File: src/rtl/mips_cp0.sv
// MIPS-style coprocessor 0 for the 64-bit pipeline's MEM stage.
// Holds Status/Cause/EPC/PRId, services MTC0/MFC0 and accepts exceptions and interrupts.
module mips_cp0 #(
    parameter logic [63:0] PRID = 64'h0000_0000_0001_8000
) (
    input  logic        clock,
    input  logic        reset,
    output logic [63:0] rd_data,
    output logic [63:0] EPC,
    output logic        takenHandler,
    input  logic [63:0] wr_data,
    input  logic [4:0]  regnum,
    input  logic [2:0]  sel,
    input  logic [63:0] curr_pc,
    input  logic        MTC0,
    input  logic        ERET,
    input  logic [7:0]  interrupt_source,
    input  logic        overflow,
    input  logic        reserved_inst,
    input  logic        syscall,
    input  logic        break_
);

    localparam logic [4:0] REG_STATUS = 5'd12;
    localparam logic [4:0] REG_CAUSE  = 5'd13;
    localparam logic [4:0] REG_EPC    = 5'd14;
    localparam logic [4:0] REG_PRID   = 5'd15;

    logic        ie_r;
    logic        exl_r;
    logic [7:0]  im_r;
    logic [4:0]  exc_code_r;
    logic [63:0] epc_r;

    logic        exc_s;
    logic        intr_s;
    logic        taken_s;
    logic [4:0]  code_s;
    logic [63:0] status_s;
    logic [63:0] cause_s;

    assign exc_s        = reserved_inst | syscall | break_ | overflow;
    assign intr_s       = ie_r & (|(interrupt_source & im_r));
    assign taken_s      = ~exl_r & (exc_s | intr_s);
    assign takenHandler = taken_s;
    assign EPC          = epc_r;

    assign status_s = {48'h0, im_r, 6'h0, exl_r, ie_r};
    assign cause_s  = {48'h0, interrupt_source, 1'b0, exc_code_r, 2'b00};

    // Exception code selection, highest-priority source first
    always_comb begin
        code_s = 5'd0;
        if (reserved_inst) begin
            code_s = 5'd10;
        end else if (syscall) begin
            code_s = 5'd8;
        end else if (break_) begin
            code_s = 5'd9;
        end else if (overflow) begin
            code_s = 5'd12;
        end else begin
            code_s = 5'd0;
        end
    end

    // MFC0 read mux; only sel 0 addresses real registers
    always_comb begin
        rd_data = 64'h0;
        if (sel == 3'd0) begin
            case (regnum)
                REG_STATUS: rd_data = status_s;
                REG_CAUSE:  rd_data = cause_s;
                REG_EPC:    rd_data = epc_r;
                REG_PRID:   rd_data = PRID;
                default:    rd_data = 64'h0;
            endcase
        end else begin
            rd_data = 64'h0;
        end
    end

    // Register state: handler entry beats ERET, which beats a plain MTC0
    always_ff @(posedge clock or posedge reset) begin
        if (reset) begin
            ie_r       <= 1'b0;
            exl_r      <= 1'b0;
            im_r       <= 8'h0;
            exc_code_r <= 5'd0;
            epc_r      <= 64'h0;
        end else if (taken_s) begin
            epc_r      <= curr_pc;
            exl_r      <= 1'b1;
            exc_code_r <= code_s;
        end else begin
            if (MTC0 && (sel == 3'd0)) begin
                case (regnum)
                    REG_STATUS: begin
                        ie_r  <= wr_data[0];
                        exl_r <= wr_data[1];
                        im_r  <= wr_data[15:8];
                    end
                    REG_EPC: epc_r <= wr_data;
                    default: ;
                endcase
            end
            // Placed after the MTC0 update so ERET overrides a written EXL bit
            if (ERET) begin
                exl_r <= 1'b0;
            end
        end
    end

endmodule

File: config.mk
export PLATFORM = sky130hd
export DESIGN_NAME = mips_cp0
export DESIGN_NICKNAME = d
export VERILOG_FILES = /design/src/rtl/mips_cp0.sv
export SDC_FILE = /design/constraint.sdc
export NUM_CORES = 1
export LEC_CHECK = 0
export CORE_MARGIN = 3
export CORE_UTILIZATION = 35
export CTS_CLUSTER_SIZE = 28
export DETAILED_ROUTE_END_ITERATION = 10
export PLACE_DENSITY_LB_ADDON = 0.2
export SETUP_SLACK_MARGIN = 0.15
export SYNTH_ARGS = -nofsm -noshare
export SYNTH_HDL_FRONTEND = slang
export SYNTH_SLANG_ARGS = --single-unit
File: constraint.sdc
create_clock -name clock -period 3 [get_ports clock]
set_input_delay 0.9 -clock clock [delete_from_list [all_inputs] [get_ports clock]]
set_output_delay 0.9 -clock clock [all_outputs]
set_load 0.01 [all_outputs]
## Yosys cells after proc, flatten, opt, wreduce, memory -nomap -nowiden

Index checks and enable logic that the tools add are counted.
W data, S select, Z words.

- Bits in registers: 79
- Bits of input ports: 152
- Output and inout bits: 129
- Logic and storage cells: 41

- Eq/ne operators: 4
- Multiplexer cells: 13
- Bitwise gates (word level): 9
- Reductions and logical operators: 10

Operators with widths:

| operator | count |
|---|---|
| $mux W64 | 4 |
| $pmux W64 S4 | 1 |
| $eq A5 B4 Y1 const B | 4 |
| $mux W4 | 4 |
| $and A8 B8 Y8 | 1 |
| $reduce_or A8 Y1 | 1 |
| $reduce_bool A3 Y1 | 2 |
| $mux W1 | 4 |
| $or A1 B1 Y1 | 4 |
| $reduce_and A2 Y1 | 2 |
| $reduce_bool A2 Y1 | 2 |
| $logic_not A3 Y1 | 1 |
| $reduce_and A3 Y1 | 1 |
| $and A1 B1 Y1 | 2 |
| $not A1 Y1 | 2 |
| $logic_and A1 B1 Y1 | 1 |

## Depth between registers and ports, before layout

Gate-level depths: netlist (run 1).

- Depth in word-level cells: 7
- Mapped depth: 6
- Gate-level depth less buffers: 4

## Worst setup path before layout (run 1)

No wires, ideal clock.

- Path kind: input port to output port
- Start: input port reserved_inst
- End: output port takenHandler
- Arrival time: 2.026 ns
- Required time: 2.100 ns
- Setup slack: 0.074 ns
- Cell stages on the path: 6
- Path buffers: 2
- Cells stage by stage: nor4_1 nor2_1 nor2_2 buf_4 buf_4 inv_1

- Word-level cells in the longest chain between the ends: 5

Ends and longest elaborated chain:

| what | line | RTL |
|---|---|---|
| from (decl) | 19 | `input logic reserved_inst,` |
| $or A1 B1 Y1 (3 in series) | 42 | `assign exc_s = reserved_inst \| syscall \| break_ \| overflow;` |
| $or A1 B1 Y1 | 44 | `assign taken_s = ~exl_r & (exc_s \| intr_s);` |
| $and A1 B1 Y1 | 44 |  |
| to (decl) | 10 | `output logic takenHandler,` |

No other way between the ends.

## Worst setup path in the final report (run 1)

- Start: input port sel[1]
- End: output port rd_data[56]

- Word-level cells in the longest chain between the ends: 2

Ends and longest elaborated chain:

| what | line | RTL |
|---|---|---|
| from (decl) | 13 | `input logic [2:0] sel,` |
| $logic_not A3 Y1 | 70 | `if (sel == 3'd0) begin` |
| $mux W64 | 70 |  |
| to (decl) | 8 | `output logic [63:0] rd_data,` |

No other way between the ends.

==> results.cfg, run 1 <==
[run_status]
outcome = complete, but fails checks
violations = setup timing

[finish]
num_antenna_cells = 0
finalNetCount = 839
syn_to_final_growth_pct = 80.42
fill_cells = 1041
postLayoutCellArea_mm2 = 0.008910
drive_gt1_share_pct = 47.61

[worst_hold_path]
whs_path_depth = 1
hp-class = flop to flop

[critical_path]
rr_worst_depth = 6
cp_data_arrival_time_ps = 2110
cp.required_ps = 2100
path_max_fanout = 8
cp-start-kind = input pin
critPathKind = input pin to output pin
endpoint_kind = output pin

[floorplanning]
core_mm2 = 0.01351
start_util_pct = 36.57
die_area_mm2 = 0.01557
boundaryPins = 281
fp.dieW_um = 124.8
num_rows = 42
die_y_um = 124.8

[yosys]
synth_nets = 520
synth_top_area_share_pct = 39.52
ys.flop_type = dfrtp_1
synth_area_leaders = dfrtp_1 40%, mux2_4 36%, and3_1 6.2%, mux2_2 4.6%, mux2i_1 2.0%
synth_commonest_cells = 120 x mux2_4, 78 x dfrtp_1, 49 x and3_1
synth_edf_count = 0
syn-instance-count = 368
synth_area_mm2 = 0.004938
synth_most_common_cell = mux2_4
yosys_warnings = 0
async_flop_share_pct = 100.0
synth_top_area_cell = dfrtp_1
ys_seq_area_share_pct = 39.52
synth_cell_type_count = 32
ys_ff_latch = 78
syn_avg_cell_area_um2 = 13.42

[clock_tree]
cts-root-buf = clkbuf_16
cts.htree.levels = 3
clkLatencyLatePin_ps = 340
cts.sinks = 78
cts_tree = built
clock_path_buffers = 2
clk_pin_slew_ps = 60
cts_buffers = 9

[global_routing]
antenna_found_initial = 0
grt_pass1_wl_um = 27660
grtUsageTotal_pct = 22.53
grt_max_degree = 79
grt_pass1_vias = 4681
overflow = 0

[drt]
via_per_inst = 4.987
vias = 4324
routedWlPerCell_um = 20.42
drcViolationCount = 0
totalWireLength_um = 17700
drt_pass1_iterations = 4
first_iter_violations = 115
antenna_left = 0

[sta]
grt_setup_unrepaired = true
final_max_slew_viol_count = 0
tns_ps = -41.15
finalSetupViolations = 5
min_period_ps = 3014
hold_viol = 0
finalWorstSetupSlack_ps = -13.66
tightest_slew_ps = 476.1
max_slew_margin_pct = 68.26
period_share_pct = 100.5
clock.fmax_ghz = 0.3318
clock_skew_ps = 8.848

[job]
timing.max_cap.violations = 0

[power]
ir_worst_vdd_mv = 0.4160
power_leakage_nw = 4.302
power_density_mw_per_mm2 = 749.8

[placement]
place_area_mm2 = 0.008133
port_buffers = 280
dp_hpwl_um = 12400
place_congestion = 0.7918
metrics by stage:
stage | util [%] | setup WS, ps | instances | hold WS, ps | power [mW]
finish | 65.97 | -13.66 | 867 | 512.8 | 6.681
global route | 65.97 | -56.73 | 867 | 547.3 | 7.015
CTS | 65.26 | -2.164 | 865 | 518.2 | 6.726
detailed placement | 60.22 | -817.8 | 828 | 504.9 | 5.380
global placement | 60.22 | -783.3 | 828 | 506.1 | 5.315
floorplan | - | 130.4 | 368 | 480.2 | 3.854
path summary, 6_finish.rpt:
| check | slack (ps) | endpoint | start |
|---|---|---|---|
| max | -10 | rd_data[56] | sel[1] |
| min | 510 | exc_code_r[0] | exc_code_r[0] |
| max reg2reg | 760 | EPC[8] | im_r[5] |
| min reg2reg | 510 | exc_code_r[0] | exc_code_r[0] |
| max in group asynchronous | 1600 | EPC[51] | reset |
| min in group asynchronous | 990 | EPC[27] | reset |
cells in the final DEF (no fill, tap or decap), types with 13 or more instances in the layout:
| cell | netlist | layout |
|---|---|---|
| and3_1 | 49 | 31 |
| and3_4 | 0 | 18 |
| buf_2 | 6 | 35 |
| buf_4 | 2 | 33 |
| buf_6 | 6 | 29 |
| clkdlybuf4s15_2 | 0 | 13 |
| clkdlybuf4s50_1 | 0 | 195 |
| dfrtp_1 | 78 | 78 |
| mux2_2 | 20 | 20 |
| mux2_4 | 120 | 120 |
layer usage:
layer	global-route usage [%]	vias up	wire (um)
met5	0	-	0
met1	27.44	2151	7167
li1	-	1974	-
met2	38.96	178	9019
met4	8.188	0	402
met3	5.017	21	1111
cell families (layout without fill, tap and decap cells):
logic type	after synthesis	count (layout)	share of synthesized area, %
AO/OA/AOI/OAI	21	21	2.888
flip-flops	78	78	39.52
buffers and inverters	32	355	3.648
AND/OR/NAND/NOR	87	87	10.87
multiplexers	150	150	43.07
sequential cells by signal (all words and copies together) (netlist names):
| name | count |
|---|---|
| EPC | 64 |
| im_r | 8 |
| exc_code_r | 4 |
| exl_r | 1 |
| ie_r | 1 |
where the power goes:
part           switching, mW  total [mW]  internal [mW]
Sequential             0.471        2.00           1.53
Combinational           1.07        3.42           2.34
Clock                  0.438        1.27          0.830
critical path: stages:
cell and delay, ps:
buf_6 100, nor4_4 270, buf_6 150, buf_8 100
buf_12 110, buf_12 100, buf_16 100, and3_4 180
buf_6 90
layout make-up:
type | instances | area [um2] | share of cell area, %
tap | 176 | 220.2 | 2.472
clock buffer | 11 | 242.7 | 2.724
sequential | 78 | 1952 | 21.91
timing repair buffer | 336 | 3362 | 37.73
inverter | 4 | 18.77 | 0.2106
clock inverter | 4 | 95.09 | 1.067
multi-input combinational | 258 | 3019 | 33.89
what timing repair did:
action	in CTS	in global routing
hold buffers	0	0
cloned	6	0
endpoints found under the setup margin	110	65
setup buffers	16	2
pin swaps	22	7
resized for setup	358	20
Power figures use the tool's default switching activity.
==> run 2, diff against run 1 <==
CORE_UTILIZATION = 42   (was 35)
clock period = 3.7 ns   (was 3 ns; I/O delays follow)
==> results.cfg, run 2 (synthesis results as in run 1) <==
[finish]
drive_gt1_share_pct = 40.50
seqCellArea_mm2 = 0.001952
final_util_pct = 75.13
mostFrequentLayoutCells = 205 x clkdlybuf4s50_1, 120 x mux2_4, 78 x dfrtp_1
largest_register_ffs = 64
num_antenna_cells = 0
multi_input_area_mm2 = 0.002868
layout_commonest_cell = clkdlybuf4s50_1
syn_to_final_growth_pct = 69.98
fill_cells = 741
finalNetCount = 822
postLayoutCellArea_mm2 = 0.008394

[placement]
port_buffers = 280
dp_hpwl_um = 12360
place_area_mm2 = 0.008015
place_congestion = 0.8778

[sta]
max_slew_margin_pct = 53.12
final_max_slew_viol_count = 0
period_share_pct = 93.71
min_period_ps = 3467
grt_setup_unrepaired = false
tns_ps = 0
hold_viol = 0
clock.fmax_ghz = 0.2884
clock_skew_ps = 9.508
tightest_slew_ps = 703.3
finalSetupViolations = 0

[global_routing]
grtUsageTotal_pct = 26.67
grt_max_degree = 43
grt_pass1_vias = 4638
overflow = 0
antenna_found_initial = 0
grt_pass1_wl_um = 26680

[drt]
routedWlPerCell_um = 21.56
via_per_inst = 5.203
totalWireLength_um = 17550
vias = 4235
antenna_left = 0
drcViolationCount = 0
drt_pass1_iterations = 6
first_iter_violations = 213

[power]
ir_worst_vdd_mv = 0.3958
p_total_mw = 5.183
power_leakage_nw = 4.165
power_density_mw_per_mm2 = 617.5

[floorplanning]
die_area_mm2 = 0.01310
num_rows = 38
start_util_pct = 44.20
boundaryPins = 281
fp.dieW_um = 114.4
die_y_um = 114.4
core_mm2 = 0.01117

[critical_path]
crit_slowest_cell = dlygate4sd2_1
r2r-end = EPC[63]
slowest_delay_ps = 270
endpoint_kind = output pin
path_max_fanout = 12
path_cells = dlygate4sd2_1 > and4b_2 > buf_4 > buf_16 > and3_1 > clkdlybuf4s15_2
cp-start-kind = input pin
critPathKind = input pin to output pin
rr_worst_depth = 6
reg2reg_from = im_r[1]
cp.required_ps = 2590
rrSetupSlack_ps = 1330
cp_data_arrival_time_ps = 2360

[worst_hold_path]
whs_path_depth = 1
worstHoldStart = exc_code_r[1]
hp-class = flop to flop
min_to = exc_code_r[1]

[clock_tree]
clkLatencyLatePin_ps = 340
cts.htree.levels = 3
cts_tree = built
clk_pin_slew_ps = 50
cts.sinks = 78
postCtsHoldBufs = 0
cts-root-buf = clkbuf_16
cts_buffers = 9
clock_path_buffers = 2

[run_status]
outcome = finished clean

[job]
timing.max_cap.violations = 0
-- run 2: cell types whose count changed in the layout (fill, tap and decap cells not counted), moves of 7 or more --
cell             delta
and3_1             +14
and3_4             -14
buf_2               +9
buf_4              -12
buf_6              -22
clkdlybuf4s50_1    +10
nor2_1             +11
nor2_2              -7
-- run 2: critical path: cells and delay by family --
kind,cells,cell delay (ps)
and+or+nand+nor,2,450
buffers and inverters,4,800
-- run 2: cell type report --
type	count	area share, %
Timing Repair Buffer	319	37.10
Multi-Input combinational cell	258	34.16
Sequential cell	78	23.25
Clock buffer	14	3.145
Tap cell	140	2.087
Inverter	4	0.1938
Clock inverter	1	0.05962
-- run 2: layer usage --
metal	track usage (%)	routed length, um	vias to the layer above
li1	-	-	1946
met1	32.28	6686	2053
met2	46.45	9093	212
met3	5.550	1426	24
met4	10.06	345	0
met5	0	0	-
-- run 2: per-stage QoR --
step,setup WS (ps),cells,hold WS (ps)
6_report,232.7,814,512.1
5_1_grt,151.6,814,532.9
4_1_cts,100.5,814,518.4
3_5_place_dp,-586.9,786,506.0
3_3_place_gp,-495.1,786,492.8
2_1_floorplan,354.1,368,480.2
-- run 2: worst max path at each step --
stage                   from      endpoint  slack [ps]
6_report           regnum[1]   rd_data[40]         230
5_1_grt               break_  takenHandler         150
4_1_cts               sel[2]    rd_data[0]         100
3_5_place_dp       regnum[4]    rd_data[0]        -590
3_3_place_gp       regnum[4]   rd_data[15]        -500
2_1_floorplan  reserved_inst  takenHandler         350
-- run 2: power by group --
part / switching (mW) / total, mW / internal, mW
Sequential: 0.364 / 1.60 / 1.24
Clock: 0.328 / 0.814 / 0.487
Combinational: 0.882 / 2.77 / 1.89
-- run 2: timing repair --
action | in CTS | in global routing
hold endpoints to repair | 0 | 0
setup endpoints to repair | 65 | 34
gates cloned | 6 | 0
resized for setup | 276 | 10
buffers inserted | 7 | 0
pin swaps | 3 | 4
